==> config.mk <==
export PLATFORM = sky130hd
export DESIGN_NAME = fpu_dp_divider_flat
export DESIGN_NICKNAME = d
export VERILOG_FILES = /design/src/rtl/fpu_dp_divider_if.sv /design/src/rtl/fpu_dp_divider.sv /design/src/flat_wrapper.sv
export SDC_FILE = /design/constraint.sdc
export NUM_CORES = 1
export LEC_CHECK = 0
export CAP_MARGIN = 40
export CORE_UTILIZATION = 50
export DETAILED_ROUTE_END_ITERATION = 7
export GPL_TIMING_DRIVEN = 1
export PLACE_DENSITY = 0.75
export SLEW_MARGIN = 0
export SYNTH_ARGS = -nofsm -noshare
export SYNTH_HDL_FRONTEND = slang
export SYNTH_SLANG_ARGS = --single-unit
==> constraint.sdc <==
create_clock -name clk -period 7.3 [get_ports clk]
set_input_delay 1.46 -clock clk [delete_from_list [all_inputs] [get_ports clk]]
set_output_delay 1.46 -clock clk [all_outputs]
set_load 0.01 [all_outputs]
==> src/rtl/fpu_dp_divider_if.sv <==
// Handshake and result bus between the FPU issuer and the iterative divider.
// The inexact signal is only present when FPU_DIV_INEXACT_EN is defined.
interface fpu_dp_divider_if;
    logic        start;
    logic [63:0] a;
    logic [63:0] b;
    logic        busy;
    logic        done;
    logic [63:0] result;
    logic        overflow;
    logic        underflow;
    logic        div_by_zero;
`ifdef FPU_DIV_INEXACT_EN
    logic        inexact;
`endif

    modport master (
`ifdef FPU_DIV_INEXACT_EN
        input  inexact,
`endif
        output start, a, b,
        input  busy, done, result, overflow, underflow, div_by_zero
    );

    modport slave (
`ifdef FPU_DIV_INEXACT_EN
        output inexact,
`endif
        input  start, a, b,
        output busy, done, result, overflow, underflow, div_by_zero
    );
endinterface

==> src/rtl/fpu_dp_divider.sv <==
// Iterative IEEE-754 binary64 divider: restoring division, one quotient bit per clock,
// round-to-nearest-even, flush-to-zero. Define FPU_DIV_INEXACT_EN to add the inexact flag.
module fpu_dp_divider #(
    parameter int WIDTH = 64,
    parameter int QBITS = 55
) (
    input logic             clk,
    input logic             rst_n,
    fpu_dp_divider_if.slave bus
);
    localparam logic [2:0] S_IDLE   = 3'd0;
    localparam logic [2:0] S_PREP   = 3'd1;
    localparam logic [2:0] S_DIVIDE = 3'd2;
    localparam logic [2:0] S_ROUND  = 3'd3;
    localparam logic [2:0] S_DONE   = 3'd4;
    localparam int         CW       = $clog2(QBITS);

    logic [2:0]         state;
    logic [WIDTH-1:0]   a_r, b_r;
    logic               sign_r;
    logic signed [12:0] exp_r;
    logic [52:0]        mb_r;
    logic [53:0]        rem_r;
    logic [QBITS-1:0]   q_r;
    logic [CW-1:0]      cnt_r;
    logic               busy_r, done_r, ovf_r, unf_r, dbz_r;
    logic [WIDTH-1:0]   res_r;
`ifdef FPU_DIV_INEXACT_EN
    logic               inx_r;
`endif

    logic [10:0] ea, eb;
    logic [51:0] fa, fb;
    logic        sign, a_zero, b_zero, a_inf, b_inf, a_nan, b_nan;

    assign ea     = a_r[62:52];
    assign eb     = b_r[62:52];
    assign fa     = a_r[51:0];
    assign fb     = b_r[51:0];
    assign sign   = a_r[63] ^ b_r[63];
    // Subnormal inputs count as zero, so only the exponent field decides zero-ness.
    assign a_zero = (ea == 11'd0);
    assign b_zero = (eb == 11'd0);
    assign a_inf  = (&ea) & ~(|fa);
    assign b_inf  = (&eb) & ~(|fb);
    assign a_nan  = (&ea) & (|fa);
    assign b_nan  = (&eb) & (|fb);

    logic        ge;
    logic [53:0] diff;

    assign ge   = (rem_r >= {1'b0, mb_r});
    assign diff = rem_r - {1'b0, mb_r};

    logic [QBITS-1:0]   qn;
    logic signed [12:0] en, ef;
    logic [52:0]        sig;
    logic [51:0]        mant;
    logic [53:0]        sum;
    logic               g, s, inc, ovf_n, unf_n;

    always_comb begin
        qn = q_r;
        en = exp_r;
        if (!q_r[QBITS-1]) begin
            qn = {q_r[QBITS-2:0], 1'b0};
            en = exp_r - 13'sd1;
        end
        sig = qn[QBITS-1 -: 53];
        g   = qn[QBITS-54];
        // Quotient bits below the guard position belong to sticky along with the remainder.
        s   = (|qn[QBITS-55:0]) | (|rem_r);
        inc = g & (s | sig[0]);
        sum = {1'b0, sig} + {53'd0, inc};
        mant = sum[51:0];
        ef   = en;
        if (sum[53]) begin
            mant = sum[52:1];
            ef   = en + 13'sd1;
        end
        ovf_n = (ef >= 13'sd2047);
        unf_n = (ef <= 13'sd0);
    end

    always_ff @(posedge clk or negedge rst_n) begin
        if (!rst_n) begin
            state  <= S_IDLE;
            a_r    <= '0;
            b_r    <= '0;
            sign_r <= 1'b0;
            exp_r  <= '0;
            mb_r   <= '0;
            rem_r  <= '0;
            q_r    <= '0;
            cnt_r  <= '0;
            busy_r <= 1'b0;
            done_r <= 1'b0;
            res_r  <= '0;
            ovf_r  <= 1'b0;
            unf_r  <= 1'b0;
            dbz_r  <= 1'b0;
`ifdef FPU_DIV_INEXACT_EN
            inx_r  <= 1'b0;
`endif
        end else begin
            done_r <= 1'b0;
            case (state)
                S_IDLE: begin
                    if (bus.start) begin
                        a_r    <= bus.a;
                        b_r    <= bus.b;
                        busy_r <= 1'b1;
                        ovf_r  <= 1'b0;
                        unf_r  <= 1'b0;
                        dbz_r  <= 1'b0;
`ifdef FPU_DIV_INEXACT_EN
                        inx_r  <= 1'b0;
`endif
                        state  <= S_PREP;
                    end
                end
                S_PREP: begin
                    sign_r <= sign;
                    exp_r  <= $signed({2'b00, ea}) - $signed({2'b00, eb}) + 13'sd1023;
                    rem_r  <= {2'b01, fa};
                    mb_r   <= {1'b1, fb};
                    q_r    <= '0;
                    cnt_r  <= CW'(QBITS - 1);
                    state  <= S_DIVIDE;
                    if (a_nan | b_nan | (a_zero & b_zero) | (a_inf & b_inf)) begin
                        res_r <= {1'b0, 11'h7ff, 1'b1, 51'd0};
                        state <= S_DONE;
                    end else if (a_inf) begin
                        res_r <= {sign, 11'h7ff, 52'd0};
                        state <= S_DONE;
                    end else if (b_zero) begin
                        res_r <= {sign, 11'h7ff, 52'd0};
                        dbz_r <= 1'b1;
                        state <= S_DONE;
                    end else if (a_zero | b_inf) begin
                        res_r <= {sign, 63'd0};
                        state <= S_DONE;
                    end
                end
                S_DIVIDE: begin
                    q_r   <= {q_r[QBITS-2:0], ge};
                    rem_r <= ge ? (diff << 1) : (rem_r << 1);
                    if (cnt_r == '0)
                        state <= S_ROUND;
                    else
                        cnt_r <= cnt_r - CW'(1);
                end
                S_ROUND: begin
                    ovf_r <= ovf_n;
                    unf_r <= unf_n & ~ovf_n;
                    if (ovf_n)
                        res_r <= {sign_r, 11'h7ff, 52'd0};
                    else if (unf_n)
                        res_r <= {sign_r, 63'd0};
                    else
                        res_r <= {sign_r, ef[10:0], mant};
`ifdef FPU_DIV_INEXACT_EN
                    inx_r <= g | s | ovf_n | unf_n;
`endif
                    state <= S_DONE;
                end
                S_DONE: begin
                    done_r <= 1'b1;
                    busy_r <= 1'b0;
                    state  <= S_IDLE;
                end
                default: state <= S_IDLE;
            endcase
        end
    end

    assign bus.busy        = busy_r;
    assign bus.done        = done_r;
    assign bus.result      = res_r;
    assign bus.overflow    = ovf_r;
    assign bus.underflow   = unf_r;
    assign bus.div_by_zero = dbz_r;
`ifdef FPU_DIV_INEXACT_EN
    assign bus.inexact     = inx_r;
`endif
endmodule
==> src/flat_wrapper.sv <==
// flat-port wrapper written by rule: the top's interface ports become plain ports
module fpu_dp_divider_flat 
#(
    parameter int WIDTH = 64,
    parameter int QBITS = 55
)
  (clk, rst_n, bus_start, bus_a, bus_b, bus_busy, bus_done, bus_result, bus_overflow, bus_underflow, bus_div_by_zero);
  fpu_dp_divider_if bus_i ();
  input logic clk;
  input logic rst_n;
  input wire logic [$bits(bus_i.start)-1:0] bus_start;
  input wire logic [$bits(bus_i.a)-1:0] bus_a;
  input wire logic [$bits(bus_i.b)-1:0] bus_b;
  output wire logic [$bits(bus_i.busy)-1:0] bus_busy;
  output wire logic [$bits(bus_i.done)-1:0] bus_done;
  output wire logic [$bits(bus_i.result)-1:0] bus_result;
  output wire logic [$bits(bus_i.overflow)-1:0] bus_overflow;
  output wire logic [$bits(bus_i.underflow)-1:0] bus_underflow;
  output wire logic [$bits(bus_i.div_by_zero)-1:0] bus_div_by_zero;
  assign bus_i.start = bus_start;
  assign bus_i.a = bus_a;
  assign bus_i.b = bus_b;
  assign bus_busy = bus_i.busy;
  assign bus_done = bus_i.done;
  assign bus_result = bus_i.result;
  assign bus_overflow = bus_i.overflow;
  assign bus_underflow = bus_i.underflow;
  assign bus_div_by_zero = bus_i.div_by_zero;
  fpu_dp_divider #(.WIDTH(WIDTH), .QBITS(QBITS)) u_core (.clk(clk), .rst_n(rst_n), .bus(bus_i));
endmodule
# [Word level (Yosys, flattened, before mapping)]
# Cells that the tools add are included.
[classes] add_sub_neg=7 magnitude_cmp=3 eq_ne=11 muxes=33 n_bitwise=18 reduce_logical=21
[op_table] op="2-to-1 mux 64 bit" n=4
[op_table] op="case mux 64 bit (2 select lines)" n=1
[op_table] op="2-to-1 mux 63 bit" n=2
[op_table] op="case mux 55 bit (2 select lines)" n=1
[op_table] op="case mux 54 bit (2 select lines)" n=1
[op_table] op="OR reduction 52 bit" n=2
[op_table] op="2-to-1 mux 55 bit" n=1
[op_table] op="adder 53 x 1 -> 54 bit" n=1
[op_table] op="greater-or-equal comparator 54 x 53 -> 1 bit" n=1
[op_table] op="2-to-1 mux 54 bit" n=1
[op_table] op="OR reduction 54 bit" n=1
[op_table] op="subtractor 53 bit" n=1
[op_table] op="2-to-1 mux 52 bit" n=1
[op_table] op="2-to-1 mux 13 bit" n=2
[op_table] op="logical NOT 11 bit" n=2
[op_table] op="AND reduction 11 bit" n=2
[op_table] op="2-to-1 mux 3 bit" n=6
[op_table] op="adder 13 x 11 -> 13 bit (second input constant)" n=1
[op_table] op="adder 13 x 2 -> 13 bit (second input constant)" n=1
[op_table] op="greater-or-equal comparator 13 x 12 -> 1 bit (second input constant)" n=1
[op_table] op="less-or-equal comparator 13 x 1 -> 1 bit (second input constant)" n=1
[op_table] op="subtractor 13 x 2 -> 13 bit (second input constant)" n=1
[op_table] op="case mux 3 bit (4 select lines)" n=1
[op_table] op="case mux 6 bit (2 select lines)" n=1
[op_table] op="other kinds (20)" n=56
[word_totals] reg_bits=382 in_bits=131 wordCells=108

# [Longest topological paths before layout]
# Gate-level depths: netlist (run 1).
[depth] ltp_word=10 ltp_mapped=23 mapped_depth_nobuf=14

# [Worst setup path after synthesis (run 1)]
# OpenSTA, ideal clock, no wires.
[synth_timing] path_kind="register to register" start="register u_core.q_r[54]" end="register u_core.res_r[51], in the netlist u_core.bus.result[51]" setup_ns=0.133 t_arrival_ns=5.130 t_required_ns=7.167 path_slack_ns=2.037 stages_incl_launch_ff=23 synth_period_minus_slack_ns=5.263 cell_sequence="dfrtp_1 -> buf_6 -> buf_4 -> buf_2 -> buf_2 -> buf_1 -> clkbuf_1 -> clkbuf_1 -> clkbuf_1 -> nand2_1 -> a21oi_1 -> ha_1 -> nand3_1 -> nor2_1 -> nand4_1 -> nor4_1 -> and3_1 -> clkbuf_1 -> nand3_1 -> a211o_1 -> o31a_1 -> a21oi_1 -> o22ai_1"
[synth_via] elab_chain_cells=10 word_cells_on_any_way=14
[synth_lines] item="from (decl)" line_no="fpu_dp_divider.sv:24" source="logic [QBITS-1:0] q_r;"
[synth_lines] item="from (signal assigned)" line_no="fpu_dp_divider.sv:146" source="q_r <= {q_r[QBITS-2:0], ge};"
[synth_lines] item="2-to-1 mux 55 bit" line_no="fpu_dp_divider.sv:65" source="if (!q_r[QBITS-1]) begin"
[synth_lines] item="bitwise OR 1 bit" line_no="fpu_dp_divider.sv:72" source="s = (|qn[QBITS-55:0]) | (|rem_r);"
[synth_lines] item="bitwise OR 1 bit" line_no="fpu_dp_divider.sv:73" source="inc = g & (s | sig[0]);"
[synth_lines] item="bitwise AND 1 bit" line_no="fpu_dp_divider.sv:73"
[synth_lines] item="adder 53 x 1 -> 54 bit" line_no="fpu_dp_divider.sv:74" source="sum = {1'b0, sig} + {53'd0, inc};"
[synth_lines] item="2-to-1 mux 13 bit" line_no="fpu_dp_divider.sv:77" source="if (sum[53]) begin"
[synth_lines] item="less-or-equal comparator 13 x 1 -> 1 bit" line_no="fpu_dp_divider.sv:82" source="unf_n = (ef <= 13'sd0);"
[synth_lines] item="2-to-1 mux 63 bit" line_no="fpu_dp_divider.sv:158" source="else if (unf_n)"
[synth_lines] item="2-to-1 mux 63 bit (*)" line_no="fpu_dp_divider.sv:156" source="if (ovf_n)"
[synth_lines] item="case mux 64 bit (2 select lines) (*)" line_no="fpu_dp_divider.sv:107" source="case (state)"
[synth_lines] item="to (signal assigned)" line_no="fpu_dp_divider.sv:157" source="res_r <= {sign_r, 11'h7ff, 52'd0};"
[synth_lines] item="to (signal assigned)" line_no="fpu_dp_divider.sv:159" source="res_r <= {sign_r, 63'd0};"
[synth_lines] item="to (signal assigned)" line_no="fpu_dp_divider.sv:161" source="res_r <= {sign_r, ef[10:0], mant};"
[synth_lines] item="to (decl)" line_no="fpu_dp_divider.sv:27" source="logic [WIDTH-1:0] res_r;"
# Every way passes the cells marked *; elsewhere a longest branch is shown, timed or not.
# A chain may end at the register's enable or synchronous reset.

# [Worst setup path in the final report (run 1)]
[layout_timing] start="register u_core.q_r[54]" end="register u_core.res_r[37], in the netlist u_core.bus.result[37]"
# The elaborated chain is that of the path after synthesis.

==> key figures, run 1 <==
Setup path
  – Worst reg2reg endpoint: u_core.bus.result[37]
  – CP max stage cell: dfrtp_4
  – Critical Path Start Type: flop
  – CP most frequent cell: nand2_1
  – Worst setup path category: reg2reg
  – Crit Path Max Fanout: 83
  – Reg2reg start: u_core.q_r[54]
  – Crit end category: flop
  – CP max stage delay: about 1.1 ns
  – Critical path origin: u_core.q_r[54]
  – Critical Path AT: approximately 5.8 ns
  – Worst endpoint required time: 7.76 ns
  – FF-to-FF setup slack: 2.01 ns
  – Worst r2r path cells: 9
  – Crit path cell chain: nand2_1, a2111oi_4, nand4_1, nor4_1, nand2_1, nor3_1, xor2_1, o2111ai_2, o31ai_1

Yosys
  – Register area share after synthesis: approximately two fifths
  – Total nets after synthesis: 2,990
  – Syn Std Cell Area: 0.0229 sq mm
  – Fraction of registers with async set/reset: 100%
  – Yosys warns: 0
  – Main area contributors after synthesis: dfrtp_1, nand2_1, o21ai_0
  – Post-synthesis xor/xnor area fraction: between 5 and 6%
  – Compound-Gate Fraction of Synth Area: 16.7%
  – Post-synth top area cell: dfrtp_1
  – Syn avg cell area: between 8 and 9 sq um
  – Largest family of logic cells by synthesized area: simple AND/OR/NAND/NOR gates
  – Post-synthesis simple-gate area fraction: 24.4%
  – Mux cell area share after synthesis: 2.39%
  – Post-synth cell types: 88
  – Post-Syn Instances: 2,787
  – Flops & latches, synth: roughly 380
  – Post-synth EDFFs: 0
  – Synth Area in Adders: 4.00%
  – Top-area cell type share of the netlist area: approximately two fifths
  – Main synth FF type: dfrtp_1

Die
  – Io pins: 200
  – Die ar.: 0.0467 sq mm
  – Die X: 216 um
  – FP Rows: 78
  – Area of the core: 0.0453 sq mm
  – Initial Util: 50.6%
  – Die Y: 216 um

CTS
  – CTS Buffer Depth: 3
  – H-tree depth: 2
  – CTS Root Cell: clkbuf_16
  – Setup bufs post-CTS: 0
  – CTS buffer count: 43
  – Hold Buf Count CTS: 0
  – Reg clk slew, reported paths: 0.06 ns
  – Resize count post-CTS: 0
  – CTS tree: done
  – Clk_lat worst skew: 0.58 ns
  – CTS Sinks: 382

Cells and area
  – Non-Filler Instances: 3,505
  – Most frequent cells in the layout: nand2_1, dfrtp_1, clkdlybuf4s50_1
  – # nets final: 3,075
  – Most common cell after layout, fill and taps aside: nand2_1
  – Layout Utilization: about 59%
  – Fill cells: between 4k and 5k
  – Area added between synthesis and finish: 16.7%
  – Layout cell share with drive strength beyond 1: 4.75%
  – ANT cells: 0

Route
  – Vias per cell: 5.83
  – Post-route ant nets: 0
  – DRC violations left: 0
  – Via count: 20.4k
  – DRT iter0 DRCs: between 1.5k and 2k
  – First-pass detailed-route iteration total: 7
  – DRT Wirelength: 63,900 um
  – Wire length per cell: between 15 and 20 um

Pwr
  – Worst VDD drop: 0.275 mV
  – Power per cell area: 485 mW/mm^2
  – Static leakage: 11.5 nW

Placed design
  – Gpl congestion: between 0.9 and 1
  – DP Wirelength: 46,500 um
  – Port bufs: 199
  – Placed cell count: roughly 3.4k

STA
  – Final Critical Period: 5.29 ns
  – RSZ-0062 raised after global routing: false
  – Final hold vios: 0
  – Setup Skew: 0.0194 ns
  – Final slew viol count: 0
  – Worst hold slack: 0.479 ns
  – Fin crit share: 72.4%
  – Setup TNS Final: 0 ns
  – Final setup vio count: 0
  – Worst slew pin tran: 0.923 ns
  – Achievable Freq: 189 MHz
  – Slew Limit Headroom: 36.9%

Min path
  – Worst hold endpoint: u_core.mb_r[52]
  – Worst hold path class: reg2reg
  – Hold depth: 2
  – Hold_sp: u_core.mb_r[52]

Global route
  – Largest net degree at the start of global routing: 160
  – Initial antenna violation count: 0
  – Global-route wire length before repair: 104,000 um
  – GR Util All Layers: 27.5%
  – GRT overflow: 0
  – Vias in the first global route: 19.8k

Flow run
  – Maximum Capacitance Violations: 0

Outcome
  – Status: finished, final reports clean
## cells by family after synthesis
| kind of cell | Yosys count |
|---|---|
| flip-flops | 382 |
| XOR/XNOR | 156 |
| AND/OR/NAND/NOR | 1253 |
| adder cells (fa/ha/maj) | 72 |
| multiplexers | 54 |
| AO/OA/AOI/OAI | 588 |
| buffers and inverters | 282 |
## stage by stage
| stage | worst slack [ns] | cell area [sq um] | power (mW) |
|---|---|---|---|
| after floorplan | 2.04 | 22900 | 8.63 |
| after global placement | 2.16 | 25100 | 10.3 |
| after detailed placement | 2.07 | 25200 | 10.5 |
| after CTS | 2.04 | 26700 | 12.9 |
| after global routing | 1.65 | 26700 | 14.0 |
| final | 2.01 | 26700 | 13.0 |
## worst max path at each step
stage	end	slack (ns)	depth (start not counted)
after floorplan	u_core.bus.result[51]	2.04	22
after CTS	u_core.bus.result[37]	2.04	9
final	u_core.bus.result[37]	2.01	9
after detailed placement	u_core.bus.result[11]	2.07	10
after global placement	u_core.bus.result[17]	2.16	10
after global routing	u_core.bus.result[37]	1.65	11
## layout make-up
cell class	count	area, sq um	area share, %
clock buffers	59	1220	4.56
clock inverters	19	325	1.22
inverters	101	379	1.42
multi-input cells	2123	12300	45.9
flip-flops and latches	382	9560	35.8
well taps	600	751	2.81
repair buffers	221	2220	8.32
## report_power, final
group | total, mW | switching (mW) | internal, mW
logic | 6.96 | 4.21 | 2.74
registers | 3.65 | 0.766 | 2.88
clock network | 2.35 | 0.898 | 1.45
total | 13.0 | 5.88 | 7.08
## metal layers
layer | part of all wire [%] | GRT usage, % | wire length (um)
met5 | 0 | 0 | 0
met4 | 4.1 | 12.1 | 2610
met3 | 5.1 | 4.06 | 3270
met2 | 47 | 44.9 | 30100
met1 | 44 | 36.3 | 27900
## sequential cells by signal (all words and copies together) (netlist names)
| signal | flops |
|---|---|
| u_core.rem_r | 54 |
| u_core.cnt_r | 6 |
| u_core.b_r | 64 |
| u_core.exp_r | 13 |
| u_core.bus.busy | 1 |
| u_core.sign_r | 1 |
| u_core.state | 3 |
| u_core.bus.underflow | 1 |
| u_core.bus.result | 64 |
| u_core.bus.overflow | 1 |
| u_core.bus.div_by_zero | 1 |
| u_core.bus.done | 1 |
| u_core.mb_r | 53 |
| u_core.a_r | 64 |
| u_core.q_r | 55 |
## cells in the mapped netlist (all sizes together) (14+ instances only)
library cell,n
nor4,62
a22o,51
nand4,37
ha,70
xor2,65
buf,30
nand2,769
mux2i,49
nor2b,18
a21o,23
nor3,34
dfrtp,382
or3,14
o21a,17
and3,48
clkbuf,151
a21oi,125
inv,101
nand3,75
and2,18
xnor2,91
nor2,120
o21ai,188
a31oi,48
## worst max-delay path, delay by kind of cell (launching register included)
family | cells | cell delay, ns
and+or+nand+nor | 5 | 1.87
DFF | 1 | 1.05
xor gates and xnor gates | 1 | 0.57
AOI/OAI and AO/OA | 3 | 1.63
Note: power is estimated with default switching activity, not from simulation.
==> run 2, diff against run 1 <==
PLACE_DENSITY = 0.77   (was 0.75)
clock period = 4.4 ns   (was 7.3 ns; I/O delays follow)
==> run 2 against run 1 <==
Compared with the run above: global-route usage is 0.092 points lower; sequential share of layout area shrank 0.71 points; non-clock buffer count up 53; via count increased by 0.45%; critical path depth rose by 4; utilization increased by 1.2 points; die area stayed put; cell count grew 1.5%; clock-buffer cell count fell by 4; clock power up 61%; sequential cell count unchanged; power increased by 67%; critical endpoint is now u_core.bus.result[24].
==> key figures, run 2 (synthesis gave the netlist of run 1 again) <==
Pwr
  – Seq pwr share: 27.9% (-0.3 points)
  – Clk network pwr share: 17.5% (-0.7 points)
  – P_int: 11.8 mW (+67%)
  – Power per cell area: 795 mW/mm^2 (+64%)
  – Logic pwr share: 54.7% (+1.0 points)
  – Static leakage: 11.9 nW (+2.8%)
  – Worst VDD drop: 0.457 mV (+66%)
  – Sw power: 9.83 mW (+67%)
  – Switch share: 45.4% (about the same)

Flow run
  – Maximum Capacitance Violations: 0 (unchanged)

Setup path
  – CP max stage delay: 0.54 ns (-0.51 ns)
  – Critical Path AT: 4.79 ns (-0.96 ns)
  – Worst setup path category: reg2reg
  – Critical Path Start Type: flop
  – Crit Path Max Fanout: 11 (-87%)
  – Worst endpoint required time: 4.84 ns (-2.92 ns)
  – CP max stage cell: dfrtp_4
  – Crit path cell chain: mux2i_1, or4_4, or4_1, buf_4, nor4_4, buf_4, nand2_1, o32a_1, a2111o_1, o41a_4, buf_12, nand4_2, o21ai_0
  – Crit end category: flop
  – CP most frequent cell: buf_4

CTS
  – Clk_lat worst skew: 0.59 ns (about the same)
  – CTS Buffer Depth: 3 (unchanged)
  – Hold Buf Count CTS: 0 (unchanged)
  – CTS tree: done
  – CTS Sinks: 382 (unchanged)
  – CTS buffer count: 43 (unchanged)
  – Reg clk slew, reported paths: 0.06 ns (about the same)
  – CTS Root Cell: clkbuf_16
  – H-tree depth: 2 (unchanged)

Die
  – Die X: 216 um (unchanged)
  – Die Y: 216 um (unchanged)
  – FP Rows: 78 (unchanged)
  – Io pins: 200 (unchanged)
  – Initial Util: 50.6% (unchanged)
  – Die ar.: 0.0467 sq mm (unchanged)
  – Area of the core: 0.0453 sq mm (unchanged)

Cells and area
  – # nets final: 3,130 (+1.8%)
  – Layout cell share with drive strength beyond 1: 6.76% (+2.0 points)
  – Most common cell after layout, fill and taps aside: nand2_1
  – Fill cells: 4,037 (-0.93%)
  – Area added between synthesis and finish: 19.0%
  – Register area: 0.00956 sq mm (unchanged)
  – ANT cells: 0 (unchanged)
  – Most frequent cells in the layout: nand2_1, dfrtp_1, clkdlybuf4s50_1
  – Multi-input combinational cell area: 0.0124 sq mm (+0.92%)

Route
  – DRT Wirelength: 64,400 um (+0.70%)
  – First-pass detailed-route iteration total: 5 (-2)
  – DRT iter0 DRCs: 1,751 (-6.0%)
  – Via count: 20.5k (+0.45%)
  – Post-route ant nets: 0 (unchanged)
  – DRC violations left: 0 (unchanged)
  – Vias per cell: 5.77 (-1.0%)
  – Wire length per cell: 18.1 um (-0.77%)

Placed design
  – Port bufs: 199 (unchanged)
  – DP Wirelength: 46,900 um (+0.96%)
  – Setup slack at placement: -0.112 ns (-2.18 ns)
  – Gpl congestion: 0.970 (+2.1%)

STA
  – Final hold vios: 0 (unchanged)
  – Final setup vio count: 0 (unchanged)
  – Worst hold slack: 0.343 ns (-0.136 ns)
  – Slew Limit Headroom: 36.8% (-0.070 points)
  – Final Critical Period: 4.35 ns (-0.938 ns)
  – Setup Skew: 0.0161 ns (-0.00327 ns)
  – Final WS setup: 0.0503 ns (-1.96 ns)
  – Setup TNS Final: 0 ns (unchanged)
  – Worst slew pin tran: 0.939 ns (+0.0163 ns)
  – Final slew viol count: 0 (unchanged)
  – Fin crit share: 98.9% (+26 points)
  – Achievable Freq: 230 MHz (+22%)

Global route
  – Largest net degree at the start of global routing: 153 (-4.4%)
  – GRT overflow: 0 (unchanged)
  – Initial antenna violation count: 0 (unchanged)
  – GR Util All Layers: 27.4% (-0.092 points)
  – Vias in the first global route: 19.7k (-0.43%)
  – Global-route wire length before repair: 104,000 um (-0.54%)

Min path
  – Worst hold path class: in2async

Outcome
  – Status: finished, final reports clean
==> run 2: area by class of cell <==
class,count,share of cell area [%]
well taps,600,2.75
clock inverters,20,1.08
repair buffers,274,9.93
flip-flops and latches,382,35.1
inverters,101,1.39
clock buffers,55,4.37
multi-input cells,2125,45.4
==> run 2: path summary, 6_finish.rpt <==
path | startpoint | endpoint | slack [ns] | cells past startpoint
min in group clk | u_core.bus.result[44] | u_core.bus.result[44] | 0.48 | 2
hold reg to reg | u_core.bus.result[44] | u_core.bus.result[44] | 0.48 | 2
max in group asynchronous | rst_n | u_core.a_r[26] | 3.10 | 2
setup / recovery | u_core.q_r[54] | u_core.bus.result[24] | 0.05 | 13
hold / removal | rst_n | u_core.bus.result[11] | 0.34 | 1
setup reg to reg | u_core.q_r[54] | u_core.bus.result[24] | 0.05 | 13
==> run 2: critical path, delay by kind of cell (launching register included) <==
kind	cells	cell delay [ns]
flops	1	0.54
simple gates	5	1.62
compound gates	4	1.35
buf+inv	3	0.54
mux	1	0.16
==> run 2: stage by stage <==
step	power [mW]	cells	utilization, %	instance area [sq um]
floorplan	14.3	2787	-	22900
global placement	17.4	3470	56.5	25600
detailed placement	17.6	3471	56.5	25600
CTS	21.5	3546	59.9	27100
global route	23.4	3557	60.2	27300
finish	21.7	3557	60.2	27300
==> run 2: power by group through the flow <==
stage,clock network (mW),registers (mW),logic (mW)
2_1_floorplan,0,5.58,8.73
3_3_place_gp,0,6.02,11.3
3_5_place_dp,0,6.05,11.6
4_1_cts,3.86,6.01,11.7
5_1_grt,3.99,6.19,13.2
6_report,3.78,6.04,11.8
==> run 2: repair_timing <==
item	in CTS	in global routing
buffers inserted	0	9
resized for setup	3	9
pin swaps	0	3
gates cloned	0	2
setup endpoints to repair	44	55
==> run 2: metal layers <==
| layer | vias up | global-route usage [%] | share of wire [%] |
|---|---|---|---|
| li1 | 9921 | - | - |
| met1 | 9906 | 37.1 | 44 |
| met2 | 603 | 45.6 | 49 |
| met3 | 109 | 2.99 | 4.7 |
| met4 | 0 | 9.69 | 3.0 |
| met5 | - | 0 | 0 |
